==> src/rtl/uart_imem_loader_ctrl.sv <==
// -----------------------------------------------------------------------------
// uart_imem_loader_ctrl
// Boot-load sequencer between a UART receiver and the instruction memory.
// Received bytes are packed little-endian into 32-bit words and written to
// consecutive word addresses while the core is held in reset. The word
// 0xFFFFFFFF terminates the load and releases the core. A BREAK restarts.
//
// Ports
//   clk         system clock, rising edge
//   resetn      asynchronous active-low reset
//   rx_valid    one-cycle strobe, rx_data holds a received byte
//   rx_data     received byte
//   rx_break    one-cycle strobe, BREAK seen on the line
//   imem_we     one-cycle instruction-memory write strobe
//   imem_addr   word address of the write
//   imem_wdata  word being written
//   core_rst    active-high hold-in-reset for the CPU
//   write_done  load complete, core running
//   load_err    image exceeded memory capacity
//   word_count  words written in the current load (saturates at 2^ADDR_W)
// -----------------------------------------------------------------------------
module uart_imem_loader_ctrl #(
    parameter int ADDR_W  = 8,
    parameter int TIMEOUT = 50000
) (
    input  logic              clk,
    input  logic              resetn,
    input  logic              rx_valid,
    input  logic [7:0]        rx_data,
    input  logic              rx_break,
    output logic              imem_we,
    output logic [ADDR_W-1:0] imem_addr,
    output logic [31:0]       imem_wdata,
    output logic              core_rst,
    output logic              write_done,
    output logic              load_err,
    output logic [ADDR_W:0]   word_count
);

    localparam int              TW        = $clog2(TIMEOUT + 1);
    localparam logic [TW-1:0]   TMO_MAX   = TW'(TIMEOUT);
    localparam logic [TW-1:0]   TMO_LAST  = TW'(TIMEOUT - 1);
    localparam logic [TW-1:0]   TMO_ONE   = TW'(1);
    localparam logic [ADDR_W:0] WC_ONE    = (ADDR_W + 1)'(1);
    localparam logic [31:0]     TERM_WORD = 32'hFFFF_FFFF;

    typedef enum logic [1:0] {
        ST_LOAD = 2'd0,
        ST_DONE = 2'd1,
        ST_ERR  = 2'd2
    } state_t;

    state_t              state_q, state_d;
    logic [1:0]          byte_idx_q, byte_idx_d;
    logic [23:0]         word_q, word_d;       // lower three lanes; lane 3 comes straight from rx_data
    logic [TW-1:0]       tmo_q, tmo_d;
    logic                imem_we_q, imem_we_d;
    logic [ADDR_W-1:0]   imem_addr_q, imem_addr_d;
    logic [31:0]         imem_wdata_q, imem_wdata_d;
    logic [ADDR_W:0]     word_count_q, word_count_d;
    logic                core_rst_q, core_rst_d;
    logic                write_done_q, write_done_d;
    logic                load_err_q, load_err_d;

    logic                byte_acc_s;
    logic                word_full_s;
    logic [31:0]         full_word_s;
    logic                is_term_s;
    logic                has_room_s;
    logic                do_write_s;
    logic                tmo_armed_s;

    // A byte is taken only while loading and only when no BREAK competes with it.
    assign byte_acc_s  = (state_q == ST_LOAD) && rx_valid && !rx_break;
    assign word_full_s = byte_acc_s && (byte_idx_q == 2'd3);
    assign full_word_s = {rx_data, word_q};
    assign is_term_s   = (full_word_s == TERM_WORD);
    // The top bit of word_count is set only once the memory is full.
    assign has_room_s  = !word_count_q[ADDR_W];
    assign do_write_s  = word_full_s && !is_term_s && has_room_s;
    assign tmo_armed_s = (state_q == ST_LOAD) && (byte_idx_q != 2'd0);

    // State register.
    always_ff @(posedge clk or negedge resetn) begin
        if (!resetn) begin
            state_q <= ST_LOAD;
        end else begin
            state_q <= state_d;
        end
    end

    // Next-state logic: BREAK overrides everything, otherwise the 4th byte decides.
    always_comb begin
        state_d = state_q;
        if (rx_break) begin
            state_d = ST_LOAD;
        end else begin
            case (state_q)
                ST_LOAD: begin
                    if (word_full_s && is_term_s) begin
                        state_d = ST_DONE;
                    end else if (word_full_s && !has_room_s) begin
                        state_d = ST_ERR;
                    end else begin
                        state_d = ST_LOAD;
                    end
                end
                ST_DONE: state_d = ST_DONE;
                ST_ERR:  state_d = ST_ERR;
                default: state_d = ST_LOAD;
            endcase
        end
    end

    // Output decode from the next state so the status flags are registered.
    always_comb begin
        core_rst_d   = 1'b1;
        write_done_d = 1'b0;
        load_err_d   = 1'b0;
        case (state_d)
            ST_LOAD: begin
                core_rst_d   = 1'b1;
                write_done_d = 1'b0;
                load_err_d   = 1'b0;
            end
            ST_DONE: begin
                core_rst_d   = 1'b0;
                write_done_d = 1'b1;
                load_err_d   = 1'b0;
            end
            ST_ERR: begin
                core_rst_d   = 1'b1;
                write_done_d = 1'b0;
                load_err_d   = 1'b1;
            end
            default: begin
                core_rst_d   = 1'b1;
                write_done_d = 1'b0;
                load_err_d   = 1'b0;
            end
        endcase
    end

    // Datapath next-state: byte assembly, write issue, word counting, idle timeout.
    always_comb begin
        byte_idx_d   = byte_idx_q;
        word_d       = word_q;
        tmo_d        = tmo_q;
        imem_we_d    = 1'b0;
        imem_addr_d  = imem_addr_q;
        imem_wdata_d = imem_wdata_q;
        word_count_d = word_count_q;
        if (rx_break) begin
            byte_idx_d   = 2'd0;
            word_d       = 24'd0;
            tmo_d        = {TW{1'b0}};
            imem_we_d    = 1'b0;
            imem_addr_d  = {ADDR_W{1'b0}};
            imem_wdata_d = 32'd0;
            word_count_d = {(ADDR_W + 1){1'b0}};
        end else begin
            // The count follows the write strobe by one cycle; writes are only
            // issued while there is room, so it cannot pass 2^ADDR_W.
            if (imem_we_q) begin
                word_count_d = word_count_q + WC_ONE;
            end else begin
                word_count_d = word_count_q;
            end
            if (byte_acc_s) begin
                byte_idx_d = byte_idx_q + 2'd1;
                tmo_d      = {TW{1'b0}};
                case (byte_idx_q)
                    2'd0:    word_d[7:0]   = rx_data;
                    2'd1:    word_d[15:8]  = rx_data;
                    2'd2:    word_d[23:16] = rx_data;
                    default: word_d        = word_q;
                endcase
                if (do_write_s) begin
                    imem_we_d    = 1'b1;
                    imem_addr_d  = word_count_q[ADDR_W-1:0];
                    imem_wdata_d = full_word_s;
                end else begin
                    imem_we_d    = 1'b0;
                end
            end else if (tmo_armed_s) begin
                if (tmo_q < TMO_MAX) begin
                    tmo_d = tmo_q + TMO_ONE;
                end else begin
                    tmo_d = tmo_q;
                end
                // Discard on the edge where the idle count reaches TIMEOUT.
                if (tmo_q == TMO_LAST) begin
                    byte_idx_d = 2'd0;
                    word_d     = 24'd0;
                end else begin
                    byte_idx_d = byte_idx_q;
                end
            end else begin
                tmo_d = {TW{1'b0}};
            end
        end
    end

    // Datapath and status registers.
    always_ff @(posedge clk or negedge resetn) begin
        if (!resetn) begin
            byte_idx_q   <= 2'd0;
            word_q       <= 24'd0;
            tmo_q        <= {TW{1'b0}};
            imem_we_q    <= 1'b0;
            imem_addr_q  <= {ADDR_W{1'b0}};
            imem_wdata_q <= 32'd0;
            word_count_q <= {(ADDR_W + 1){1'b0}};
            core_rst_q   <= 1'b1;
            write_done_q <= 1'b0;
            load_err_q   <= 1'b0;
        end else begin
            byte_idx_q   <= byte_idx_d;
            word_q       <= word_d;
            tmo_q        <= tmo_d;
            imem_we_q    <= imem_we_d;
            imem_addr_q  <= imem_addr_d;
            imem_wdata_q <= imem_wdata_d;
            word_count_q <= word_count_d;
            core_rst_q   <= core_rst_d;
            write_done_q <= write_done_d;
            load_err_q   <= load_err_d;
        end
    end

    assign imem_we    = imem_we_q;
    assign imem_addr  = imem_addr_q;
    assign imem_wdata = imem_wdata_q;
    assign core_rst   = core_rst_q;
    assign write_done = write_done_q;
    assign load_err   = load_err_q;
    assign word_count = word_count_q;

endmodule
==> config.mk <==
export PLATFORM = sky130hd
export DESIGN_NAME = uart_imem_loader_ctrl
export DESIGN_NICKNAME = d
export VERILOG_FILES = /design/src/rtl/uart_imem_loader_ctrl.sv
export SDC_FILE = /design/constraint.sdc
export NUM_CORES = 1
export LEC_CHECK = 0
export BUFFER_PORTS_ARGS = -buffer_cell sky130_fd_sc_hd__buf_2
export CAP_MARGIN = 10
export CORE_ASPECT_RATIO = 1.75
export CORE_MARGIN = 1.5
export CORE_UTILIZATION = 40
export DETAILED_ROUTE_END_ITERATION = 10
export PLACE_DENSITY = 0.68
export SYNTH_ARGS = -nofsm -noshare
export SYNTH_HDL_FRONTEND = slang
export SYNTH_SLANG_ARGS = --single-unit
==> constraint.sdc <==
create_clock -name clk -period 2.4 [get_ports clk]
set_input_delay 0.48 -clock clk [delete_from_list [all_inputs] [get_ports clk]]
set_output_delay 0.48 -clock clk [all_outputs]
set_load 0.05 [all_outputs]
==> results.py, run 1 <==
metrics = {
    "hold_path": {
        "min_from": "rx_data[0]",
        "hold_depth": 3,
        "hold_class": "in2reg",
    },
    "timing": {
        "setup_tns_ns": 0,
        "finalCriticalPeriod_ns": 2.23,
        "hold_viol_final": 0,
        "fin_crit_sh_pct": 92.8,
        "worstMarginPinSlew_ns": 0.791,
        "worst_clock_skew_ns": 0.00780,
        "setup_viol": 0,
        "maxSlewHeadroom_pct": 47.1,
        "rsz0062_at_grt": "false",
        "max_freq_ghz": 0.449,
        "maxSlewViolCount": 0,
    },
    "drt": {
        "postRouteAntennaNets": 0,
        "via_count": 3282,
        "firstDrtPassIters": 4,
        "wl_per_cell_um": 17.0,
        "drtIter0Drc": 197,
        "vias_per_cell": 5.48,
        "drc": 0,
        "wl_mm": 10.2,
    },
    "synthesis": {
        "ys_async_sr_fraction_pct": 100,
        "syn-num-nets": 404,
        "synth_edf_count": 0,
        "synth_top_area_share_pct": 53.3,
        "syn_area_um2": 4500,
        "ys_warn_count": 0,
        "yosys-top-cells-area": "dfrtp_1, mux2_2, nor2b_1",
        "yosysSeqAreaShare_pct": 53.9,
        "syn_area_per_cell_um2": 11.7,
        "synthDistinctLibCells": 45,
        "synth_seq_cells": 97,
        "synthCells": 386,
        "yosys.area.top_type": "dfrtp_1",
        "synthFlopType": "dfrtp_1",
    },
    "cts": {
        "clk_path_buf_depth": 2,
        "cts_htree_levels": 3,
        "cts_hold_buffers": 1,
        "cts_tree": "yes",
        "clkSinkCount": 97,
        "path_clk_slew_ns": 0.06,
        "clk_latency_ns": 0.34,
        "cts_resized": 0,
        "cts_root_buffer": "clkbuf_16",
        "cts_buffers": 9,
        "cts_setup_buffers": 0,
    },
    "grt": {
        "grtUsageMet3_pct": 3.27,
        "busiest_layer": "met2",
        "antenna_found_initial": 0,
        "use_met1_pct": 20.5,
        "met2_usage_pct": 32.1,
        "grt_remaining_overflow": 0,
        "grt_pass1_wl_mm": 16.8,
        "grtUsageTotal_pct": 17.9,
        "grt_max_degree": 85,
        "grt_pass1_vias": 3387,
    },
    "final_layout": {
        "fillCellCount": 1020,
        "area_growth_pct": 19.9,
        "nets": 480,
        "antennaDiodeCount": 0,
        "instances_no_fill": 599,
        "fin_util_pct": 48.9,
        "drive_gt1_share_pct": 31.0,
        "final_common_cell": "dfrtp_1",
        "final_cell_mix": "dfrtp_1, buf_2, mux2_2, nor2b_1, a22o_1",
    },
    "floorplan": {
        "fp.dieW_um": 83.2,
        "core_area_um2": 11000,
        "io_pins": 65,
        "dieArea_um2": 11900,
        "floorplan.initialDensity_pct": 40.8,
        "die_h_um": 143,
        "rows": 51,
    },
    "place": {
        "dp_hpwl_mm": 7.32,
        "dp_cells": 582,
        "routabilityCongestion": 0.816,
        "portBuffers": 64,
    },
    "setup_path": {
        "start_kind": "flop",
        "cp.required_ns": 2.62,
        "cp_slowest_cell": "a211oi_4",
        "critPathCaptureType": "flop",
        "worst-r2r-cell-count": 6,
        "cp_data_arrival_time_ns": 2.45,
        "regToRegStartpoint": "word_q[11]$_DFFE_PN0P_",
        "path_cells": "nand4_1 > nor4_1 > buf_12 > a211oi_4 > buf_4 > mux2_2",
        "crit_start": "word_q[11]$_DFFE_PN0P_",
        "crit_type": "reg2reg",
        "r2r_slack_ns": 0.17,
        "critPathMaxStageDelay_ns": 0.69,
        "crit_fanout": 13,
    },
    "job": {
        "cap_violations": 0,
    },
    "status": {
        "status": "completed",
    },
    "power_and_ir_drop": {
        "cellLeakagePower_uw": 0.00258,
        "total_power_uw": 3340,
        "worst_ir_drop_vdd_uv": 392,
        "power_density_nw_per_um2": 618,
    },
}
[critical path: cells and delay by family (launching register included)]
| family | cells | cell delay (ns) |
|---|---|---|
| AO/OA/AOI/OAI | 1 | 0.69 |
| flip-flops | 1 | 0.42 |
| multiplexers | 1 | 0.34 |
| AND/OR/NAND/NOR | 2 | 0.21 |
| buffers and inverters | 2 | 0.44 |
[area by class of cell]
| class | count | area, µm² | area share [%] |
|---|---|---|---|
| clock buffers | 12 | 267 | 4.93 |
| clock inverters | 4 | 50.0 | 0.926 |
| inverters | 8 | 30.0 | 0.556 |
| multi-input cells | 261 | 1940 | 35.9 |
| flip-flops and latches | 97 | 2430 | 45.0 |
| well taps | 132 | 165 | 3.06 |
| repair buffers | 85 | 520 | 9.63 |
[cells in the mapped netlist, types with 6 or more instances]
master / instances
nor3_1: 7
nor4_1: 6
or3_1: 8
nand3_1: 6
nand2_1: 16
dfrtp_1: 96
nor2b_1: 39
or4_1: 6
clkbuf_1: 11
mux2i_1: 6
inv_1: 8
o21ai_0: 8
nor2_1: 10
mux2_2: 39
a21oi_1: 14
a22o_1: 25
ha_1: 6
nand4_1: 17
[metrics by stage]
| stage | cell area, µm² | worst slack, ns | hold slack [ns] |
|---|---|---|---|
| final | 5400 | 0.173 | 0.525 |
| after global routing | 5400 | 0.0211 | 0.530 |
| after CTS | 5400 | 0.125 | 0.515 |
| after detailed placement | 5080 | -0.117 | 0.350 |
| after global placement | 5080 | -0.0585 | 0.341 |
| after floorplan | 4500 | 0.474 | 0.184 |
[power by group]
group          total [µW]  switching (µW)  internal, µW
Clock                1470             583           890
Combinational         183             118          65.2
Sequential           1680            23.5          1660
Total                3340             724          2610
[cell families (layout without fill, tap and decap cells)]
logic type / after synthesis / count (layout) / synth area share, %
fa+ha+maj: 6 / 6 / 1.67
buf+inv: 28 / 109 / 3.14
flops: 97 / 97 / 53.9
compound gates: 67 / 67 / 10.9
simple gates: 136 / 136 / 17.9
mux: 46 / 46 / 11.3
xor+xnor: 6 / 6 / 1.17
[metal layers]
layer  wire length (µm)  part of all wire (%)
met4                227                   2.2
met2               5350                    53
met5                  0                     0
met1               4240                    42
met3                366                   3.6
[final timing paths]
path	end
min in group asynchronous	imem_wdata[22]$_DFFE_PN0P_
hold reg to reg	word_q[16]$_DFFE_PN0P_
hold / removal	word_q[0]$_DFFE_PN0P_
setup reg to reg	imem_wdata[8]$_DFFE_PN0P_
max in group asynchronous	core_rst$_DFF_PN1_
setup / recovery	imem_wdata[8]$_DFFE_PN0P_
[registers in the layout, summed over array words and instances (netlist names)]
register,flops
word_count,9
imem_we,1
imem_addr,8
byte_idx_q,2
tmo_q,16
state_q,2
core_rst,1
load_err,1
write_done,1
word_q,24
imem_wdata,32
Power figures use the tool's default switching activity.
==> run 2: changes to the inputs <==
==> constraint.sdc (replaced) <==
create_clock -name clk -period 2.4 [get_ports clk]
set_input_delay 0.6 -clock clk [delete_from_list [all_inputs] [get_ports clk]]
set_output_delay 0.6 -clock clk [all_outputs]
set_load 0.05 [all_outputs]
==> run 2 against run 1 <==
Core utilization up 0.33 points; combinational power grew 5%; highest routed layer unchanged; sequential power about the same.
==> results.py, run 2 (synthesis results as in run 1) <==
metrics = {
    "drt": {
        "postRouteAntennaNets": 0,
        "wl_per_cell_um": 17.4,
        "via_count": 3359,
        "vias_per_cell": 5.59,
        "drc": 0,
        "drtIter0Drc": 182,
        "firstDrtPassIters": 4,
        "wl_mm": 10.4,
    },
    "setup_path": {
        "cp_data_arrival_time_ns": 2.38,
        "regToRegStartpoint": "word_q[18]$_DFFE_PN0P_",
        "r2r_slack_ns": 0.25,
        "cp.required_ns": 2.63,
        "crit_type": "reg2reg",
        "critPathCaptureType": "flop",
        "start_kind": "flop",
        "timing.rr.end": "imem_wdata[19]$_DFFE_PN0P_",
        "worst-r2r-cell-count": 6,
        "crit_fanout": 21,
    },
    "power_and_ir_drop": {
        "worst_ir_drop_vdd_uv": 374,
        "cellLeakagePower_uw": 0.00260,
        "power_density_nw_per_um2": 629,
    },
    "place": {
        "portBuffers": 64,
        "routabilityCongestion": 0.805,
        "dp_cells": 585,
        "dp_hpwl_mm": 7.39,
    },
    "final_layout": {
        "area_growth_pct": 20.8,
        "final_common_cell": "dfrtp_1",
        "multi_input_area_um2": 1940,
        "nets": 482,
        "largest_register_ffs": 32,
        "final_cell_mix": "dfrtp_1, buf_2, mux2_2, nor2b_1, a22o_1",
        "antennaDiodeCount": 0,
        "drive_gt1_share_pct": 31.6,
        "instances_no_fill": 601,
        "regArea_um2": 2430,
        "fillCellCount": 1011,
    },
    "timing": {
        "maxSlewViolCount": 0,
        "max_freq_ghz": 0.465,
        "worstMarginPinSlew_ns": 0.764,
        "maxSlewHeadroom_pct": 48.6,
        "finalCriticalPeriod_ns": 2.15,
        "hold_viol_final": 0,
        "worst_clock_skew_ns": 0.00627,
        "fin_crit_sh_pct": 89.6,
        "setup_tns_ns": 0,
        "rsz0062_at_grt": "false",
        "setup_viol": 0,
    },
    "floorplan": {
        "dieArea_um2": 11900,
        "die_h_um": 143,
        "io_pins": 65,
        "fp.dieW_um": 83.2,
        "rows": 51,
        "floorplan.initialDensity_pct": 40.8,
        "core_area_um2": 11000,
    },
    "cts": {
        "cts_buffers": 9,
        "cts_root_buffer": "clkbuf_16",
        "cts_setup_buffers": 0,
        "clk_latency_ns": 0.34,
        "path_clk_slew_ns": 0.07,
        "cts_htree_levels": 3,
        "clkSinkCount": 97,
        "cts_hold_buffers": 0,
        "cts_tree": "yes",
        "cts_resized": 0,
        "clk_path_buf_depth": 2,
    },
    "grt": {
        "grt_pass1_vias": 3389,
        "grt_pass1_wl_mm": 17.4,
        "antenna_found_initial": 0,
        "grtUsageTotal_pct": 18.6,
        "grt_max_degree": 58,
        "grt_remaining_overflow": 0,
    },
    "hold_path": {
        "hold_class": "in2async",
    },
    "job": {
        "cap_violations": 0,
    },
    "status": {
        "status": "completed",
    },
}
[run 2: cell types whose count changed in the layout (fill, tap and decap cells not counted), sizes merged]
cell         previous run  this run
inv                     8         9
dlygate4sd3             1         0
buf                    84        87
bufinv                  1         2
clkbuf                 12        10
[run 2: power by group]
group,leakage (µW),total [µW],internal (µW),switching [µW]
combinational,0.00110,192,70.9,121
clock,0.000155,1550,942,606
sequential,0.00134,1680,1660,23.8
[run 2: through the flow]
| step | setup WS, ns | total power (µW) | hold slack (ns) | util (%) | area, µm² |
|---|---|---|---|---|---|
| after floorplan | 0.374 | 1790 | 0.304 | - | 4500 |
| after global placement | 0.0219 | 1900 | 0.511 | 46.3 | 5110 |
| after detailed placement | 0.0105 | 1910 | 0.518 | 46.3 | 5110 |
| after CTS | 0.265 | 3450 | 0.273 | 49.3 | 5440 |
| after global routing | 0.145 | 3550 | 0.299 | 49.3 | 5440 |
| final | 0.249 | 3420 | 0.258 | 49.3 | 5440 |
[run 2: area by class of cell]
class | count | share of cell area [%]
Clock buffer | 10 | 4.39
Clock inverter | 6 | 1.63
Inverter | 8 | 0.552
Multi-Input combinational cell | 261 | 35.7
Sequential cell | 97 | 44.7
Tap cell | 132 | 3.04
Timing Repair Buffer | 87 | 10.0
[run 2: layer usage]
metal,part of all wire (%),routed length [µm],GRT usage (%)
met4,2.9,300,9.47
met5,0,0,0
met2,53,5510,32.0
met1,40,4210,22.1
met3,4.0,414,3.50
[run 2: critical path: stages (launching register included)]
cell      delay [ns]
dfrtp_1         0.43
nand4_1         0.11
nor4_1          0.70
buf_12          0.19
a211oi_4        0.12
buf_12          0.20
mux2_2          0.28
[run 2: how the worst max path moves through the flow]
| stage | start | slack (ns) | cells after the start | to |
|---|---|---|---|---|
| finish | word_q[18]$_DFFE_PN0P_ | 0.25 | 6 | imem_wdata[19]$_DFFE_PN0P_ |
| global placement | rx_break | 0.02 | 6 | imem_wdata[15]$_DFFE_PN0P_ |
| detailed placement | rx_break | 0.01 | 6 | imem_wdata[21]$_DFFE_PN0P_ |
| floorplan | rx_break | 0.37 | 5 | imem_addr[2]$_DFFE_PN0P_ |
| CTS | state_q[1]$_DFF_PN0_ | 0.26 | 5 | imem_wdata[19]$_DFFE_PN0P_ |
| global route | state_q[1]$_DFF_PN0_ | 0.15 | 5 | imem_wdata[11]$_DFFE_PN0P_ |
==> run 3: changes to the inputs <==
--- a/config.mk
+++ b/config.mk
@@ -7,11 +7,14 @@
 export LEC_CHECK = 0
 export BUFFER_PORTS_ARGS = -buffer_cell sky130_fd_sc_hd__buf_2
 export CAP_MARGIN = 10
+export CELL_PAD_IN_SITES_DETAIL_PLACEMENT = 1
+export CELL_PAD_IN_SITES_GLOBAL_PLACEMENT = 1
 export CORE_ASPECT_RATIO = 1.75
 export CORE_MARGIN = 1.5
 export CORE_UTILIZATION = 40
 export DETAILED_ROUTE_END_ITERATION = 10
-export PLACE_DENSITY = 0.68
+export MAX_ROUTING_LAYER = met4
+export PLACE_DENSITY = 0.8
 export SYNTH_ARGS = -nofsm -noshare
 export SYNTH_HDL_FRONTEND = slang
 export SYNTH_SLANG_ARGS = --single-unit
==> run 3 against run 2 <==
Largest power group unchanged; critical endpoint is now tmo_q[4]$_DFFE_PN0P_; global-route usage increased by 2.9 points; sequential power about the same; register-to-register slack about the same; setup slack improved by 0.010 ns; routed wire length increased by 17%; first-iteration DRC count decreased by 1.6%.
==> results.py, run 3 (synthesis results as in run 1) <==
metrics = {
    "status": {
        "status": "completed",
    },
    "cts": {
        "cts_root_buffer": "clkbuf_16",
        "cts_resized": 0,
        "clkSinkCount": 97,
        "cts_hold_buffers": 0,
        "cts_buffers": 9,
        "path_clk_slew_ns": 0.06,
        "cts_tree": "yes",
        "cts_htree_levels": 3,
        "clk_latency_ns": 0.34,
        "clk_path_buf_depth": 2,
        "cts_setup_buffers": 0,
    },
    "drt": {
        "postRouteAntennaNets": 0,
        "wl_per_cell_um": 20.7,
        "via_count": 3380,
        "drc": 0,
        "vias_per_cell": 5.72,
        "drtIter0Drc": 179,
        "firstDrtPassIters": 4,
        "wl_mm": 12.2,
    },
    "grt": {
        "grt_pass1_wl_mm": 19.5,
        "antenna_found_initial": 0,
        "grt_max_degree": 41,
        "grtUsageTotal_pct": 21.5,
        "grt_remaining_overflow": 0,
        "grt_pass1_vias": 3748,
    },
    "timing": {
        "maxSlewHeadroom_pct": 50.1,
        "worst_clock_skew_ns": 0.00564,
        "setup_tns_ns": 0,
        "max_freq_ghz": 0.467,
        "worstMarginPinSlew_ns": 0.745,
        "setup_viol": 0,
        "rsz0062_at_grt": "false",
        "hold_viol_final": 0,
        "fin_ws_ns": 0.260,
        "maxSlewViolCount": 0,
        "finalCriticalPeriod_ns": 2.14,
        "fin_crit_sh_pct": 89.2,
    },
    "floorplan": {
        "dieArea_um2": 11900,
        "io_pins": 65,
        "rows": 51,
        "floorplan.initialDensity_pct": 40.8,
        "core_area_um2": 11000,
        "fp.dieW_um": 83.2,
        "die_h_um": 143,
    },
    "job": {
        "cap_violations": 0,
    },
    "place": {
        "dpl_worst_slack_ns": 0.214,
        "routabilityCongestion": 0.783,
        "dp_hpwl_mm": 8.25,
        "portBuffers": 64,
    },
    "setup_path": {
        "crit_fanout": 15,
        "crit_type": "reg2reg",
        "start_kind": "flop",
        "critPathCaptureType": "flop",
        "cp.required_ns": 2.64,
        "r2r_slack_ns": 0.26,
        "cp_data_arrival_time_ns": 2.38,
    },
    "final_layout": {
        "nets": 472,
        "drive_gt1_share_pct": 29.4,
        "fin_util_pct": 48.4,
        "final_cell_mix": "dfrtp_1, buf_2, mux2_2, nor2b_1, a22o_1",
        "final_common_cell": "dfrtp_1",
        "antennaDiodeCount": 0,
        "largest_register_ffs": 32,
        "area_growth_pct": 18.7,
    },
    "power_and_ir_drop": {
        "cellLeakagePower_uw": 0.00255,
        "power_density_nw_per_um2": 641,
        "worst_ir_drop_vdd_uv": 416,
    },
    "hold_path": {
        "hold_class": "in2async",
    },
}
run 3: cell count changes in the layout (fill, tap and decap cells not counted):
cell,change
clkinv_2,-1
inv_6,-1
buf_4,-9
buf_12,-1
clkbuf_1,+3
clkbuf_8,+1
clkinvlp_4,-2
run 3: worst paths after layout:
check	from	end	depth (start not counted)
max	tmo_q[12]$_DFFE_PN0P_	tmo_q[4]$_DFFE_PN0P_	4
min	resetn	tmo_q[12]$_DFFE_PN0P_	1
max reg2reg	tmo_q[12]$_DFFE_PN0P_	tmo_q[4]$_DFFE_PN0P_	4
min reg2reg	word_q[9]$_DFFE_PN0P_	word_q[9]$_DFFE_PN0P_	1
max in group asynchronous	resetn	core_rst$_DFF_PN1_	2
min in group clk	word_q[9]$_DFFE_PN0P_	word_q[9]$_DFFE_PN0P_	1
run 3: worst max-delay path, stage by stage (launching register included):
cell and delay (ns):
dfrtp_1 0.42, or4_4 0.60, and2_4 0.25, or4_1 0.53, a21oi_1 0.25
run 3: power breakdown:
part / leakage [µW] / internal (µW) / switching [µW]
sequential: 0.00134 / 1660 / 25.4
combinational: 0.00105 / 61.4 / 124
clock: 0.000157 / 972 / 587
total: 0.00255 / 2690 / 736
run 3: cell type report:
class,instances,area (µm²)
clock buffer,14,264
multi-input combinational,261,1940
tap,132,165
sequential,97,2430
clock inverter,2,60.1
fill,1215,5690
timing repair buffer,77,458
inverter,8,30.0
run 3: per-layer routing:
metal  GRT usage, %  share of wire [%]  vias to the layer above
li1               -                  -                     1534
met2           40.1                 56                       73
met5              -                  0                        -
met4           8.51                2.2                        0
met1           22.6                 39                     1752
met3           3.04                2.6                       21
run 3: stage by stage:
stage          cell area (µm²)  total power, µW  hold WS [ns]  cells
3_5_place_dp              5020             1900         0.517    575
4_1_cts                   5350             3460         0.283    591
3_3_place_gp              5020             1890         0.510    575
2_1_floorplan             4500             1790         0.304    386
6_report                  5350             3430         0.270    591
5_1_grt                   5350             3530         0.298    591
